## src/rtl/axis_frame_len_limit_if.sv

```systemverilog
// AXI-Stream bundle used between the FIFO, the frame length limiter and its consumer.
interface axis_frame_len_limit_if #(
  parameter int unsigned DATA_WIDTH = 8,
  parameter int unsigned KEEP_WIDTH = 1,
  parameter int unsigned USER_WIDTH = 1
);
  logic [DATA_WIDTH-1:0] tdata;
  logic [KEEP_WIDTH-1:0] tkeep;
  logic                  tvalid;
  logic                  tlast;
  logic [USER_WIDTH-1:0] tuser;
  logic                  tready;

  modport master (output tdata, tkeep, tvalid, tlast, tuser, input tready);
  modport slave  (input tdata, tkeep, tvalid, tlast, tuser, output tready);
endinterface

```

## src/rtl/axis_frame_len_limit.sv

```systemverilog
// AXI-Stream frame length limiter: truncates frames longer than max_len and emits per-frame status.
// Optional frame_len/frame_len_valid reporting is enabled with AXIS_FRAME_LEN_STATUS_EN.
module axis_frame_len_limit #(
  parameter int unsigned DATA_WIDTH  = 8,
  parameter bit          KEEP_ENABLE = (DATA_WIDTH > 8),
  parameter int unsigned KEEP_WIDTH  = DATA_WIDTH / 8,
  parameter int unsigned USER_WIDTH  = 1,
  parameter logic [USER_WIDTH-1:0] USER_BAD_FRAME_VALUE = USER_WIDTH'(1'b1),
  parameter int unsigned LEN_WIDTH   = 16
) (
  input  logic                          clk,
  input  logic                          rst,
  axis_frame_len_limit_if.slave         s_axis,
  axis_frame_len_limit_if.master        m_axis,
  input  logic [LEN_WIDTH-1:0]          max_len,
  output logic [LEN_WIDTH-1:0]          frame_len,
  output logic                          frame_len_valid,
  output logic                          status_good_frame,
  output logic                          status_truncated
);

  typedef enum logic [0:0] {ST_PASS = 1'b0, ST_DROP = 1'b1} state_e;

  state_e                state_q, state_d;
  logic                  in_frame_q, in_frame_d;
  logic [LEN_WIDTH-1:0]  len_q, len_d;
  logic [LEN_WIDTH-1:0]  lim_q, lim_d;
  logic [DATA_WIDTH-1:0] tdata_q, tdata_d;
  logic [KEEP_WIDTH-1:0] tkeep_q, tkeep_d;
  logic                  tlast_q, tlast_d;
  logic [USER_WIDTH-1:0] tuser_q, tuser_d;
  logic                  tvalid_q, tvalid_d;
  logic                  good_q, good_d;
  logic                  trunc_q, trunc_d;

  logic [LEN_WIDTH-1:0]  beat_bytes;
  logic [LEN_WIDTH:0]    len_sum;
  logic [LEN_WIDTH-1:0]  new_len;
  logic [LEN_WIDTH-1:0]  lim;
  logic                  over;
  logic                  s_ready_c;
  logic                  accept;
  logic                  frame_end;

  // Bytes carried by the current input beat
  always_comb begin
    beat_bytes = '0;
    if (KEEP_ENABLE) begin
      for (int unsigned i = 0; i < KEEP_WIDTH; i++) begin
        beat_bytes = beat_bytes + LEN_WIDTH'(s_axis.tkeep[i]);
      end
    end else begin
      beat_bytes = LEN_WIDTH'(KEEP_WIDTH);
    end
  end

  // Saturating running length; the limit comes straight from max_len on a frame's first beat
  assign len_sum   = {1'b0, len_q} + {1'b0, beat_bytes};
  assign new_len   = len_sum[LEN_WIDTH] ? '1 : len_sum[LEN_WIDTH-1:0];
  assign lim       = in_frame_q ? lim_q : max_len;
  assign over      = (lim != '0) && (new_len > lim);
  assign s_ready_c = (state_q == ST_DROP) || !tvalid_q || m_axis.tready;
  assign accept    = s_axis.tvalid && s_ready_c;
  assign frame_end = accept && s_axis.tlast;

  always_ff @(posedge clk or negedge rst) begin
    if (!rst) begin
      state_q <= ST_PASS;
    end else begin
      state_q <= state_d;
    end
  end

  always_comb begin
    state_d = state_q;
    case (state_q)
      ST_PASS: if (accept && over && !s_axis.tlast) state_d = ST_DROP;
      ST_DROP: if (frame_end) state_d = ST_PASS;
      default: state_d = ST_PASS;
    endcase
  end

  always_comb begin
    in_frame_d = in_frame_q;
    len_d      = len_q;
    lim_d      = lim_q;
    tdata_d    = tdata_q;
    tkeep_d    = tkeep_q;
    tlast_d    = tlast_q;
    tuser_d    = tuser_q;
    tvalid_d   = tvalid_q;
    good_d     = 1'b0;
    trunc_d    = 1'b0;

    if (accept) begin
      in_frame_d = !s_axis.tlast;
      len_d      = s_axis.tlast ? '0 : new_len;
      lim_d      = lim;
    end

    if (state_q == ST_PASS && accept) begin
      tdata_d  = s_axis.tdata;
      tkeep_d  = s_axis.tkeep;
      tlast_d  = s_axis.tlast || over;
      tuser_d  = over ? USER_BAD_FRAME_VALUE : s_axis.tuser;
      tvalid_d = 1'b1;
    end else if (m_axis.tready) begin
      tvalid_d = 1'b0;
    end

    // A frame ends truncated if it is already being dropped or crosses the limit on its last beat
    if (frame_end) begin
      trunc_d = (state_q == ST_DROP) || over;
      good_d  = !trunc_d;
    end
  end

  always_ff @(posedge clk or negedge rst) begin
    if (!rst) begin
      in_frame_q <= 1'b0;
      len_q      <= '0;
      lim_q      <= '0;
      tdata_q    <= '0;
      tkeep_q    <= '0;
      tlast_q    <= 1'b0;
      tuser_q    <= '0;
      tvalid_q   <= 1'b0;
      good_q     <= 1'b0;
      trunc_q    <= 1'b0;
    end else begin
      in_frame_q <= in_frame_d;
      len_q      <= len_d;
      lim_q      <= lim_d;
      tdata_q    <= tdata_d;
      tkeep_q    <= tkeep_d;
      tlast_q    <= tlast_d;
      tuser_q    <= tuser_d;
      tvalid_q   <= tvalid_d;
      good_q     <= good_d;
      trunc_q    <= trunc_d;
    end
  end

`ifdef AXIS_FRAME_LEN_STATUS_EN
  logic [LEN_WIDTH-1:0] frame_len_q, frame_len_d;
  logic                 flv_q, flv_d;

  always_comb begin
    frame_len_d = frame_len_q;
    flv_d       = frame_end;
    if (frame_end) frame_len_d = new_len;
  end

  always_ff @(posedge clk or negedge rst) begin
    if (!rst) begin
      frame_len_q <= '0;
      flv_q       <= 1'b0;
    end else begin
      frame_len_q <= frame_len_d;
      flv_q       <= flv_d;
    end
  end

  assign frame_len       = frame_len_q;
  assign frame_len_valid = flv_q;
`else
  assign frame_len       = '0;
  assign frame_len_valid = 1'b0;
`endif

  assign s_axis.tready     = s_ready_c;
  assign m_axis.tdata      = tdata_q;
  assign m_axis.tkeep      = tkeep_q;
  assign m_axis.tlast      = tlast_q;
  assign m_axis.tuser      = tuser_q;
  assign m_axis.tvalid     = tvalid_q;
  assign status_good_frame = good_q;
  assign status_truncated  = trunc_q;

endmodule

```

## src/flat_wrapper.sv

```systemverilog
// flat-port wrapper written by rule: the top's interface ports become plain ports
module axis_frame_len_limit_flat 
#(
  parameter int unsigned DATA_WIDTH  = 8,
  parameter bit          KEEP_ENABLE = (DATA_WIDTH > 8),
  parameter int unsigned KEEP_WIDTH  = DATA_WIDTH / 8,
  parameter int unsigned USER_WIDTH  = 1,
  parameter logic [USER_WIDTH-1:0] USER_BAD_FRAME_VALUE = USER_WIDTH'(1'b1),
  parameter int unsigned LEN_WIDTH   = 16
)
  (clk, rst, max_len, frame_len, frame_len_valid, status_good_frame, status_truncated, s_axis_tdata, s_axis_tkeep, s_axis_tvalid, s_axis_tlast, s_axis_tuser, s_axis_tready, m_axis_tdata, m_axis_tkeep, m_axis_tvalid, m_axis_tlast, m_axis_tuser, m_axis_tready);
  axis_frame_len_limit_if #(.DATA_WIDTH(DATA_WIDTH), .KEEP_WIDTH(KEEP_WIDTH), .USER_WIDTH(USER_WIDTH)) s_axis_i ();
  axis_frame_len_limit_if #(.DATA_WIDTH(DATA_WIDTH), .KEEP_WIDTH(KEEP_WIDTH), .USER_WIDTH(USER_WIDTH)) m_axis_i ();
  input  logic clk;
  input  logic rst;
  input  logic [LEN_WIDTH-1:0] max_len;
  output logic [LEN_WIDTH-1:0] frame_len;
  output logic frame_len_valid;
  output logic status_good_frame;
  output logic status_truncated;
  input wire logic [$bits(s_axis_i.tdata)-1:0] s_axis_tdata;
  input wire logic [$bits(s_axis_i.tkeep)-1:0] s_axis_tkeep;
  input wire logic [$bits(s_axis_i.tvalid)-1:0] s_axis_tvalid;
  input wire logic [$bits(s_axis_i.tlast)-1:0] s_axis_tlast;
  input wire logic [$bits(s_axis_i.tuser)-1:0] s_axis_tuser;
  output wire logic [$bits(s_axis_i.tready)-1:0] s_axis_tready;
  output wire logic [$bits(m_axis_i.tdata)-1:0] m_axis_tdata;
  output wire logic [$bits(m_axis_i.tkeep)-1:0] m_axis_tkeep;
  output wire logic [$bits(m_axis_i.tvalid)-1:0] m_axis_tvalid;
  output wire logic [$bits(m_axis_i.tlast)-1:0] m_axis_tlast;
  output wire logic [$bits(m_axis_i.tuser)-1:0] m_axis_tuser;
  input wire logic [$bits(m_axis_i.tready)-1:0] m_axis_tready;
  assign s_axis_i.tdata = s_axis_tdata;
  assign s_axis_i.tkeep = s_axis_tkeep;
  assign s_axis_i.tvalid = s_axis_tvalid;
  assign s_axis_i.tlast = s_axis_tlast;
  assign s_axis_i.tuser = s_axis_tuser;
  assign s_axis_tready = s_axis_i.tready;
  assign m_axis_tdata = m_axis_i.tdata;
  assign m_axis_tkeep = m_axis_i.tkeep;
  assign m_axis_tvalid = m_axis_i.tvalid;
  assign m_axis_tlast = m_axis_i.tlast;
  assign m_axis_tuser = m_axis_i.tuser;
  assign m_axis_i.tready = m_axis_tready;
  axis_frame_len_limit #(.DATA_WIDTH(DATA_WIDTH), .KEEP_ENABLE(KEEP_ENABLE), .KEEP_WIDTH(KEEP_WIDTH), .USER_WIDTH(USER_WIDTH), .USER_BAD_FRAME_VALUE(USER_BAD_FRAME_VALUE), .LEN_WIDTH(LEN_WIDTH)) u_core (.clk(clk), .rst(rst), .s_axis(s_axis_i), .m_axis(m_axis_i), .max_len(max_len), .frame_len(frame_len), .frame_len_valid(frame_len_valid), .status_good_frame(status_good_frame), .status_truncated(status_truncated));
endmodule
```

## config.mk

```make
export PLATFORM = sky130hd
export DESIGN_NAME = axis_frame_len_limit_flat
export DESIGN_NICKNAME = d
export VERILOG_FILES = /design/src/rtl/axis_frame_len_limit_if.sv /design/src/rtl/axis_frame_len_limit.sv /design/src/flat_wrapper.sv
export SDC_FILE = /design/constraint.sdc
export NUM_CORES = 1
export LEC_CHECK = 0
export ABC_AREA = 1
export BUFFER_PORTS_ARGS = -buffer_cell sky130_fd_sc_hd__buf_2
export CORE_UTILIZATION = 50
export DETAILED_ROUTE_END_ITERATION = 16
export PLACE_DENSITY = 0.73
export SLEW_MARGIN = 20
export SYNTH_ARGS = -nofsm -noshare
export SYNTH_HDL_FRONTEND = slang
export SYNTH_SLANG_ARGS = --single-unit
```

## constraint.sdc

```tcl
create_clock -name clk -period 3.68 [get_ports clk]
set_input_delay 0.368 -clock clk [delete_from_list [all_inputs] [get_ports clk]]
set_output_delay 0.368 -clock clk [all_outputs]
set_load 0.005 [all_outputs]
```

==> results of run 1 <==
routing by layer:
metal  vias to the layer above  part of all wire [%]
li1                       1316                     -
met1                      1149                    48
met2                        57                    47
met4                         0                  0.41
met3                         4                   4.2
met5                         -                     0
worst max path at each step:
stage,start,endpoint,slack [ns]
after floorplan,u_core.len_q[0]$_DFFE_PN0P_,u_core.status_good_frame$_DFF_PN0_,1.44
after global placement,u_core.len_q[0]$_DFFE_PN0P_,u_core.status_good_frame$_DFF_PN0_,1.22
after detailed placement,u_core.len_q[0]$_DFFE_PN0P_,u_core.status_good_frame$_DFF_PN0_,1.15
after CTS,u_core.len_q[0]$_DFFE_PN0P_,u_core.status_good_frame$_DFF_PN0_,1.13
after global routing,u_core.len_q[1]$_DFFE_PN0P_,u_core.status_good_frame$_DFF_PN0_,0.85
final,u_core.len_q[0]$_DFFE_PN0P_,u_core.status_good_frame$_DFF_PN0_,1.15
cell type report:
class	instances	area [sq um]
inverters	66	248
multi-input cells	282	1610
flip-flops and latches	48	1200
well taps	75	93.8
clock inverters	2	15.0
fillers	577	2540
clock buffers	6	82.6
repair buffers	46	235
through the flow:
step	cells	total power [uW]	utilization (%)	hold WS [ns]
finish	525	1340	57.8	0.0647
global route	525	1440	57.8	0.134
CTS	525	1350	57.7	0.271
detailed placement	517	1020	56.1	0.473
global placement	517	1000	56.1	0.465
floorplan	423	927	-	0.0724
cells by family after synthesis:
| group | synth area share (%) |
|---|---|
| adder cells (fa/ha/maj) | 6.70 |
| flip-flops | 37.8 |
| AO/OA/AOI/OAI | 10.1 |
| AND/OR/NAND/NOR | 26.4 |
| other | 0.118 |
| multiplexers | 3.19 |
| buffers and inverters | 13.5 |
| XOR/XNOR | 2.21 |
cell usage after synthesis, types with 3 or more instances:
cell type | n | share of area (%)
mux2_2 | 4 | 1.4
nand3_1 | 9 | 1.4
buf_4 | 18 | 4.3
xor2_1 | 8 | 2.2
nand2_1 | 113 | 13
o21ai_2 | 4 | 1.1
o22ai_2 | 5 | 2.0
o21ai_1 | 6 | 0.95
nand2_2 | 12 | 2.4
buf_2 | 3 | 0.47
nor2_1 | 18 | 2.1
mux2_1 | 5 | 1.8
inv_2 | 4 | 0.47
nand4_1 | 5 | 0.99
inv_1 | 62 | 7.3
a21oi_1 | 11 | 1.7
ha_1 | 17 | 6.7
nor2_2 | 10 | 2.0
clkbuf_1 | 5 | 0.59
o21ai_0 | 22 | 3.5
dfrtp_1 | 48 | 38
where the power goes:
group	switching, uW	internal [uW]
sequential	52.0	603
combinational	211	142
clock	182	152
total	445	897
worst max-delay path: stages, from the launching register on:
cell and delay, ns:
dfrtp_1 0.40, ha_1 0.20, nand2_1 0.11, nor2_4 0.16
inv_2 0.08, nor2_8 0.13, nand3_4 0.10, nor2_8 0.20
nor2_2 0.08, inv_1 0.06, ha_1 0.23, a21oi_1 0.15
o21a_1 0.13, nand2_1 0.06, nand2_1 0.05, nand2_1 0.05
nand2_2 0.12, nand2_1 0.06, nor2_1 0.09
sequential cells by signal, summed over array words and instances, names as in the netlist:
register and count:
u_core.m_axis.tdata 8, u_core.state_q 1, u_core.m_axis.tlast 1, u_core.m_axis.tuser 1, u_core.in_frame_q 1, u_core.status_good_frame 1, u_core.lim_q 16, u_core.len_q 16
u_core.m_axis.tvalid 1, u_core.m_axis.tkeep 1, u_core.status_truncated 1
==> results.md, run 1 <==
* R2r setup slk at 1.15 ns
* Grt met1 use at 26.5%
* Slack of the critical path at 1.15 ns
* Reg2reg end: u_core.status_good_frame$_DFF_PN0_
* Yosys cell types at 34
* Port buffer count at 45
* Most used DFF post-synth: dfrtp_1
* H-tree depth at 2
* Post-DP HPWL at 4650 um
* # setup viols final at 0
* IR drop worst, VDD at 0.000274 V
* Reg2Reg Depth at 18
* Max-Cap Viols at 0
* Post-cts gate resize count at 0
* Area of placed instances at 3380 sq um
* Critical Path RT at 3.91 ns
* Total global-route track usage at 20.3%
* Routed wire length at 6110 um
* Routed Antenna Nets at 0
* CTS tree: built
* Rows at 28
* Critical Path AT at 2.76 ns
* Final period utilization at 68.6%
* Slew @ Worst Pin at 0.657 ns
* Core Box Area at 6030 sq um
* Mapped Area at 3180 sq um
* Area delta synth->final at 9.65%
* Pin count of the biggest net entering global routing at 49
* Post-CTS setup buffers at 0
* Number of global-route vias before repair at 2381
* Skew-Pair Late Insertion Delay at 0.30 ns
* RSZ-0062 raised after global routing: false
* GP Congestion at 0.894
* Initial Util at 52.7%
* Layer with the highest usage: met2
* Sink Count at 48
* Root buf cell: clkbuf_8
* Average wire per standard cell at 11.6 um
* Critical Path Start Type: flop
* TritonRoute pass-1 iters at 4
* Initial detailed-routing violation count at 74
* Die height at 81.7 um
* Die ar. at 6670 sq um
* Post-synth EDFFs at 0
* Setup TNS at 0 ns
* Power per cell area at 385 nW/um^2
* Synth Instances at 407
* Kind of critical path: flop to flop
* Worst Path Max Fanout at 9
* Vias at 2526
* Net count, final at 497
* Endpoint class of the critical path: flop
* Crit Reg-Reg Startpoint: u_core.len_q[0]$_DFFE_PN0P_
* Yosys synthesis warning count at 0
* Setup WS pre-CTS at 1.15 ns
* Most common cell after layout, fill and taps aside: nand2_1
* Vias per Instance at 4.81
* Initial antenna violation count at 0
* Worst hold path type: input port to asynchronous set/reset pin
* Met3 global-route usage at 3.67%
* Die W at 81.7 um
* M2 GR Usage at 35.7%
* Hold Violations, Final at 0
* Part of the Yosys area used for sequential elements at 37.8%
* Drt drc at 0
* CTS Hold Bufs at 0
* Final min period at 2.53 ns
* Max clock buf depth at 2
* First-pass GRT wire length at 10500 um
* Design area at 3480 sq um
* Worst Clk Skew at 0.00586 ns
* Status: completed
* Slew margin rel. at 56.2%
* Commonest non-fill, non-tap cells in the layout: 113 x nand2_1, 62 x inv_1, 48 x dfrtp_1
* Io pins at 63
* Leakage power at 0.00200 uW
* Layout cells sized above 1 at 22.4%
* Final antenna diode count at 0
* CTS Buf Count at 5
* Ys async rst share at 100%
* Syn Area/Cell at 7.80 sq um
* Grt total ovfl at 0
* Max Slew Vio Count at 0
* Fmax at 396 MHz
* Number of synthesized register bits at 48
* Clock transition at the registers of the reported paths at 0.09 ns
No activity file was read; power rests on OpenSTA's default activity.
==> inputs of run 2 (changes only) <==
--- a/config.mk
+++ b/config.mk
@@ -5,11 +5,11 @@
 export SDC_FILE = /design/constraint.sdc
 export NUM_CORES = 1
 export LEC_CHECK = 0
-export ABC_AREA = 1
+export ABC_AREA = 0
 export BUFFER_PORTS_ARGS = -buffer_cell sky130_fd_sc_hd__buf_2
 export CORE_UTILIZATION = 50
 export DETAILED_ROUTE_END_ITERATION = 16
-export PLACE_DENSITY = 0.73
+export PLACE_DENSITY = 0.77
 export SLEW_MARGIN = 20
 export SYNTH_ARGS = -nofsm -noshare
 export SYNTH_HDL_FRONTEND = slang
==> constraint.sdc (replaced) <==
create_clock -name clk -period 2 [get_ports clk]
set_input_delay 0.2 -clock clk [delete_from_list [all_inputs] [get_ports clk]]
set_output_delay 0.2 -clock clk [all_outputs]
set_load 0.005 [all_outputs]
==> run 2 against run 1 <==
Compared with the run above:
- the run now ends with negative setup slack left
- total power increased by 110%
- count of clock-buffer cells in the layout decreased by 1
- fmax decreased by 10%
- clock skew about the same
- global-route usage increased by 3.5 points
- clock power increased by 78%
- worst setup slack got worse by 2.0 ns
- core utilization increased by 9.6 points
- critical path type unchanged
==> results.md, run 2 <==
* Slowest CP cell: dfrtp_1 (unchanged)
* TritonRoute pass-1 iters at 4 (unchanged)
* Most common cell after layout, fill and taps aside: buf_4 (was nand2_1)
* Ys async rst share at 100% (unchanged)
* Levels on crit path at 10 (was 18)
* Initial Util at 51.8% (was 52.7%)
* Int Pwr at 1830 uW (was 897 uW)
* Critical Path Start Type: flop (unchanged)
* Power per cell area at 700 nW/um^2 (was 385 nW/um^2)
* Switching share of power at 34.2% (was 33.2%)
* Slew @ Worst Pin at 0.541 ns (was 0.657 ns)
* Crit Reg-Reg Startpoint: u_core.len_q[5]$_DFFE_PN0P_ (was u_core.len_q[0]$_DFFE_PN0P_)
* Reg2reg end: u_core.status_good_frame$_DFF_PN0_ (unchanged)
* Fmax at 355 MHz (was 396 MHz)
* Most common cell in the netlist: dfrtp_1 (was nand2_1)
* Grt total ovfl at 0 (unchanged)
* Number of global-route vias before repair at 2614 (was 2381)
* Die W at 80.1 um (was 81.7 um)
* Max clock buf depth at 2 (unchanged)
* Critical Path RT at 2.20 ns (was 3.91 ns)
* Average wire per standard cell at 15.5 um (was 11.6 um)
* Clock transition at the registers of the reported paths at 0.09 ns (about the same)
* Commonest cells in the synthesized netlist: 48 x dfrtp_1, 39 x nand2_1, 27 x a21oi_1 (was 113 x nand2_1, 62 x inv_1, 48 x dfrtp_1)
* Final hold slack at 0.0805 ns (was 0.0647 ns)
* Reg2Reg Depth at 10 (was 18)
* Area delta synth->final at 30.0% (was 9.65%)
* Syn Area/Cell at 9.50 sq um (was 7.80 sq um)
* Rows at 28 (unchanged)
* Net count, final at 459 (was 497)
* Final min period at 2.81 ns (was 2.53 ns)
* CTS tree: built (unchanged)
* Io pins at 63 (unchanged)
* Skew-Pair Late Insertion Delay at 0.31 ns (was 0.30 ns)
* Number of synthesized register bits at 48 (unchanged)
* H-tree depth at 2 (unchanged)
* Synth Instances at 321 (was 407)
* R2r setup slk at -0.81 ns (was 1.15 ns)
* Routed wire length at 7550 um (was 6110 um)
* Max-Cap Viols at 0 (unchanged)
* Hold Violations, Final at 0 (unchanged)
* Seq pwr share at 45.4% (was 48.8%)
* Synth area leader: dfrtp_1 (unchanged)
* Most used DFF post-synth: dfrtp_1 (unchanged)
* Root buf cell: clkbuf_8 (unchanged)
* Vias at 2704 (was 2526)
* Yosys top cell area share at 39.4% (was 37.8%)
* Sw power at 951 uW (was 445 uW)
* Failing checks: negative setup slack
* Part of the Yosys area used for sequential elements at 39.4% (was 37.8%)
* Area of placed instances at 3690 sq um (was 3380 sq um)
* WP buf/inv at 0 (was 2)
* Yosys cell types at 47 (was 34)
* Die ar. at 6410 sq um (was 6670 sq um)
* Final period utilization at 141% (was 68.6%)
* Core Box Area at 5890 sq um (was 6030 sq um)
* Mapped Area at 3050 sq um (was 3180 sq um)
* Final antenna diode count at 0 (unchanged)
* Final Total Pwr at 2780 uW (was 1340 uW)
* # setup viols final at 5 (was 0)
* Largest cells by area after synthesis: dfrtp_1 39%, ha_1 7.0%, mux2i_1 4.9% (was dfrtp_1 38%, nand2_1 13%, inv_1 7.3%)
* Worst Path Max Fanout at 5 (was 9)
* Layout cells sized above 1 at 37.6% (was 22.4%)
* Worst Clk Skew at 0.00573 ns (was 0.00586 ns)
* First-pass GRT wire length at 11800 um (was 10500 um)
* Yosys synthesis warning count at 0 (unchanged)
* Post-DP HPWL at 5440 um (was 4650 um)
* Worst-path cell chain: nand3_4, nor4_4, and3_4, mux2_4, ha_4, nand4_1, nor4_2, a21boi_2, o311ai_4, and3_1 (was ha_1, nand2_1, nor2_4, inv_2, nor2_8, nand3_4, nor2_8, nor2_2, inv_1, ha_1, a21oi_1, o21a_1, nand2_1, nand2_1, nand2_1, nand2_2, nand2_1, nor2_1)
* CTS Buf Count at 5 (unchanged)
* Setup TNS at -3.92 ns (was 0 ns)
* IR drop worst, VDD at 0.000379 V (was 0.000274 V)
* Max Slew Vio Count at 0 (unchanged)
* Total global-route track usage at 23.8% (was 20.3%)
* Kind of critical path: flop to flop (unchanged)
* Commonest non-fill, non-tap cells in the layout: 54 x buf_4, 45 x buf_2, 45 x dfrtp_1 (was 113 x nand2_1, 62 x inv_1, 48 x dfrtp_1)
* Port buffer count at 45 (unchanged)
* Slew margin rel. at 63.9% (was 56.2%)
* Leakage power at 0.00199 uW (was 0.00200 uW)
* Initial detailed-routing violation count at 118 (was 74)
* Top delay family on crit path: simple AND/OR/NAND/NOR gates (unchanged)
* Worst hold path type: input port to flop (was input port to asynchronous set/reset pin)
* Die height at 80.1 um (was 81.7 um)
* CP endpoint: u_core.status_good_frame$_DFF_PN0_ (unchanged)
* Post-synth EDFFs at 0 (unchanged)
* RSZ-0062 raised after global routing: true (was false)
* Design area at 3970 sq um (was 3480 sq um)
* Clk pwr share at 21.4% (was 24.9%)
* Sink Count at 48 (unchanged)
* Worst path max stage delay at 0.43 ns (was 0.40 ns)
* Critical Path AT at 3.02 ns (was 2.76 ns)
* Pin count of the biggest net entering global routing at 49 (unchanged)
* Initial antenna violation count at 0 (unchanged)
* Vias per Instance at 5.55 (was 4.81)
* Endpoint class of the critical path: flop (unchanged)
* Routed Antenna Nets at 0 (unchanged)
* FILL cells at 459 (was 577)
* Drt drc at 0 (unchanged)
* CP Launch Point: u_core.len_q[5]$_DFFE_PN0P_ (was u_core.len_q[0]$_DFFE_PN0P_)
* GP Congestion at 0.827 (was 0.894)
* Gate power share at 33.2% (was 26.3%)
* Status: finished, violations left (was completed)
* Slack of the critical path at -0.815 ns (was 1.15 ns)
run 2: worst min-delay path by stage:
stage / from / end / cells after the start
global placement: rst / u_core.m_axis.tdata[6]$_DFFE_PN0P_ / 2
global route: m_axis_tready / u_core.m_axis.tvalid$_DFFE_PN0P_ / 2
detailed placement: rst / u_core.m_axis.tdata[4]$_DFFE_PN0P_ / 2
CTS: m_axis_tready / u_core.m_axis.tvalid$_DFFE_PN0P_ / 2
floorplan: rst / u_core.in_frame_q$_DFFE_PN0P_ / 0
finish: m_axis_tready / u_core.m_axis.tvalid$_DFFE_PN0P_ / 2
run 2: timing repair:
item | CTS | global route
hold endpoints to repair | 48 | 0
pin swaps | 6 | 9
setup buffers | 3 | 2
gates resized for setup | 5 | 23
hold buffers | 1 | 0
endpoints found under the setup margin | 12 | 22
run 2: cell type report:
type | instances | area [sq um] | area share [%]
clock buffer | 5 | 68.8 | 1.74
tap | 75 | 93.8 | 2.37
clock inverter | 3 | 23.8 | 0.600
timing repair buffer | 106 | 726 | 18.3
sequential | 48 | 1200 | 30.4
inverter | 3 | 11.3 | 0.284
multi-input combinational | 247 | 1840 | 46.3
run 2: metal layers:
| layer | vias up | track usage, % | share of wire [%] |
|---|---|---|---|
| met1 | 1307 | 29.4 | 44 |
| met4 | 0 | 8.21 | 1.3 |
| met2 | 69 | 42.2 | 52 |
| met5 | - | 0 | 0 |
| met3 | 9 | 3.52 | 3.4 |
| li1 | 1319 | - | - |
run 2: logic make-up (layout without fill, tap and decap cells):
logic type / Yosys count / after routing / synth area share, %
compound gates: 84 / 84 / 17.5
xor+xnor: 10 / 10 / 2.87
fa+ha+maj: 17 / 17 / 6.98
buf+inv: 42 / 117 / 8.12
flops: 48 / 48 / 39.4
mux: 27 / 27 / 9.36
other cells: 1 / 17 / 0.123
simple gates: 92 / 92 / 15.7
run 2: worst register-to-register path, cell delays in order, from the launching register on:
cell and delay, ns:
dfrtp_1 0.43, nand3_4 0.13, nor4_4 0.33, and3_4 0.25
mux2_4 0.31, ha_4 0.26, nand4_1 0.18, nor4_2 0.21
a21boi_2 0.25, o311ai_4 0.13, and3_1 0.21
run 2: power groups by stage:
stage	Combinational, uW	Sequential (uW)	Clock, uW
after global placement	833	1260	0
after CTS	871	1250	594
after floorplan	537	1250	0
after detailed placement	864	1270	0
final	922	1260	594
after global routing	1020	1280	642
run 2: stage by stage:
stage	setup WS (ns)	cells	util [%]
final	-0.815	487	67.4
after global routing	-1.01	487	67.4
after CTS	-0.869	485	65.5
after detailed placement	-0.894	473	62.8
after global placement	-0.755	473	62.8
after floorplan	-0.847	337	-
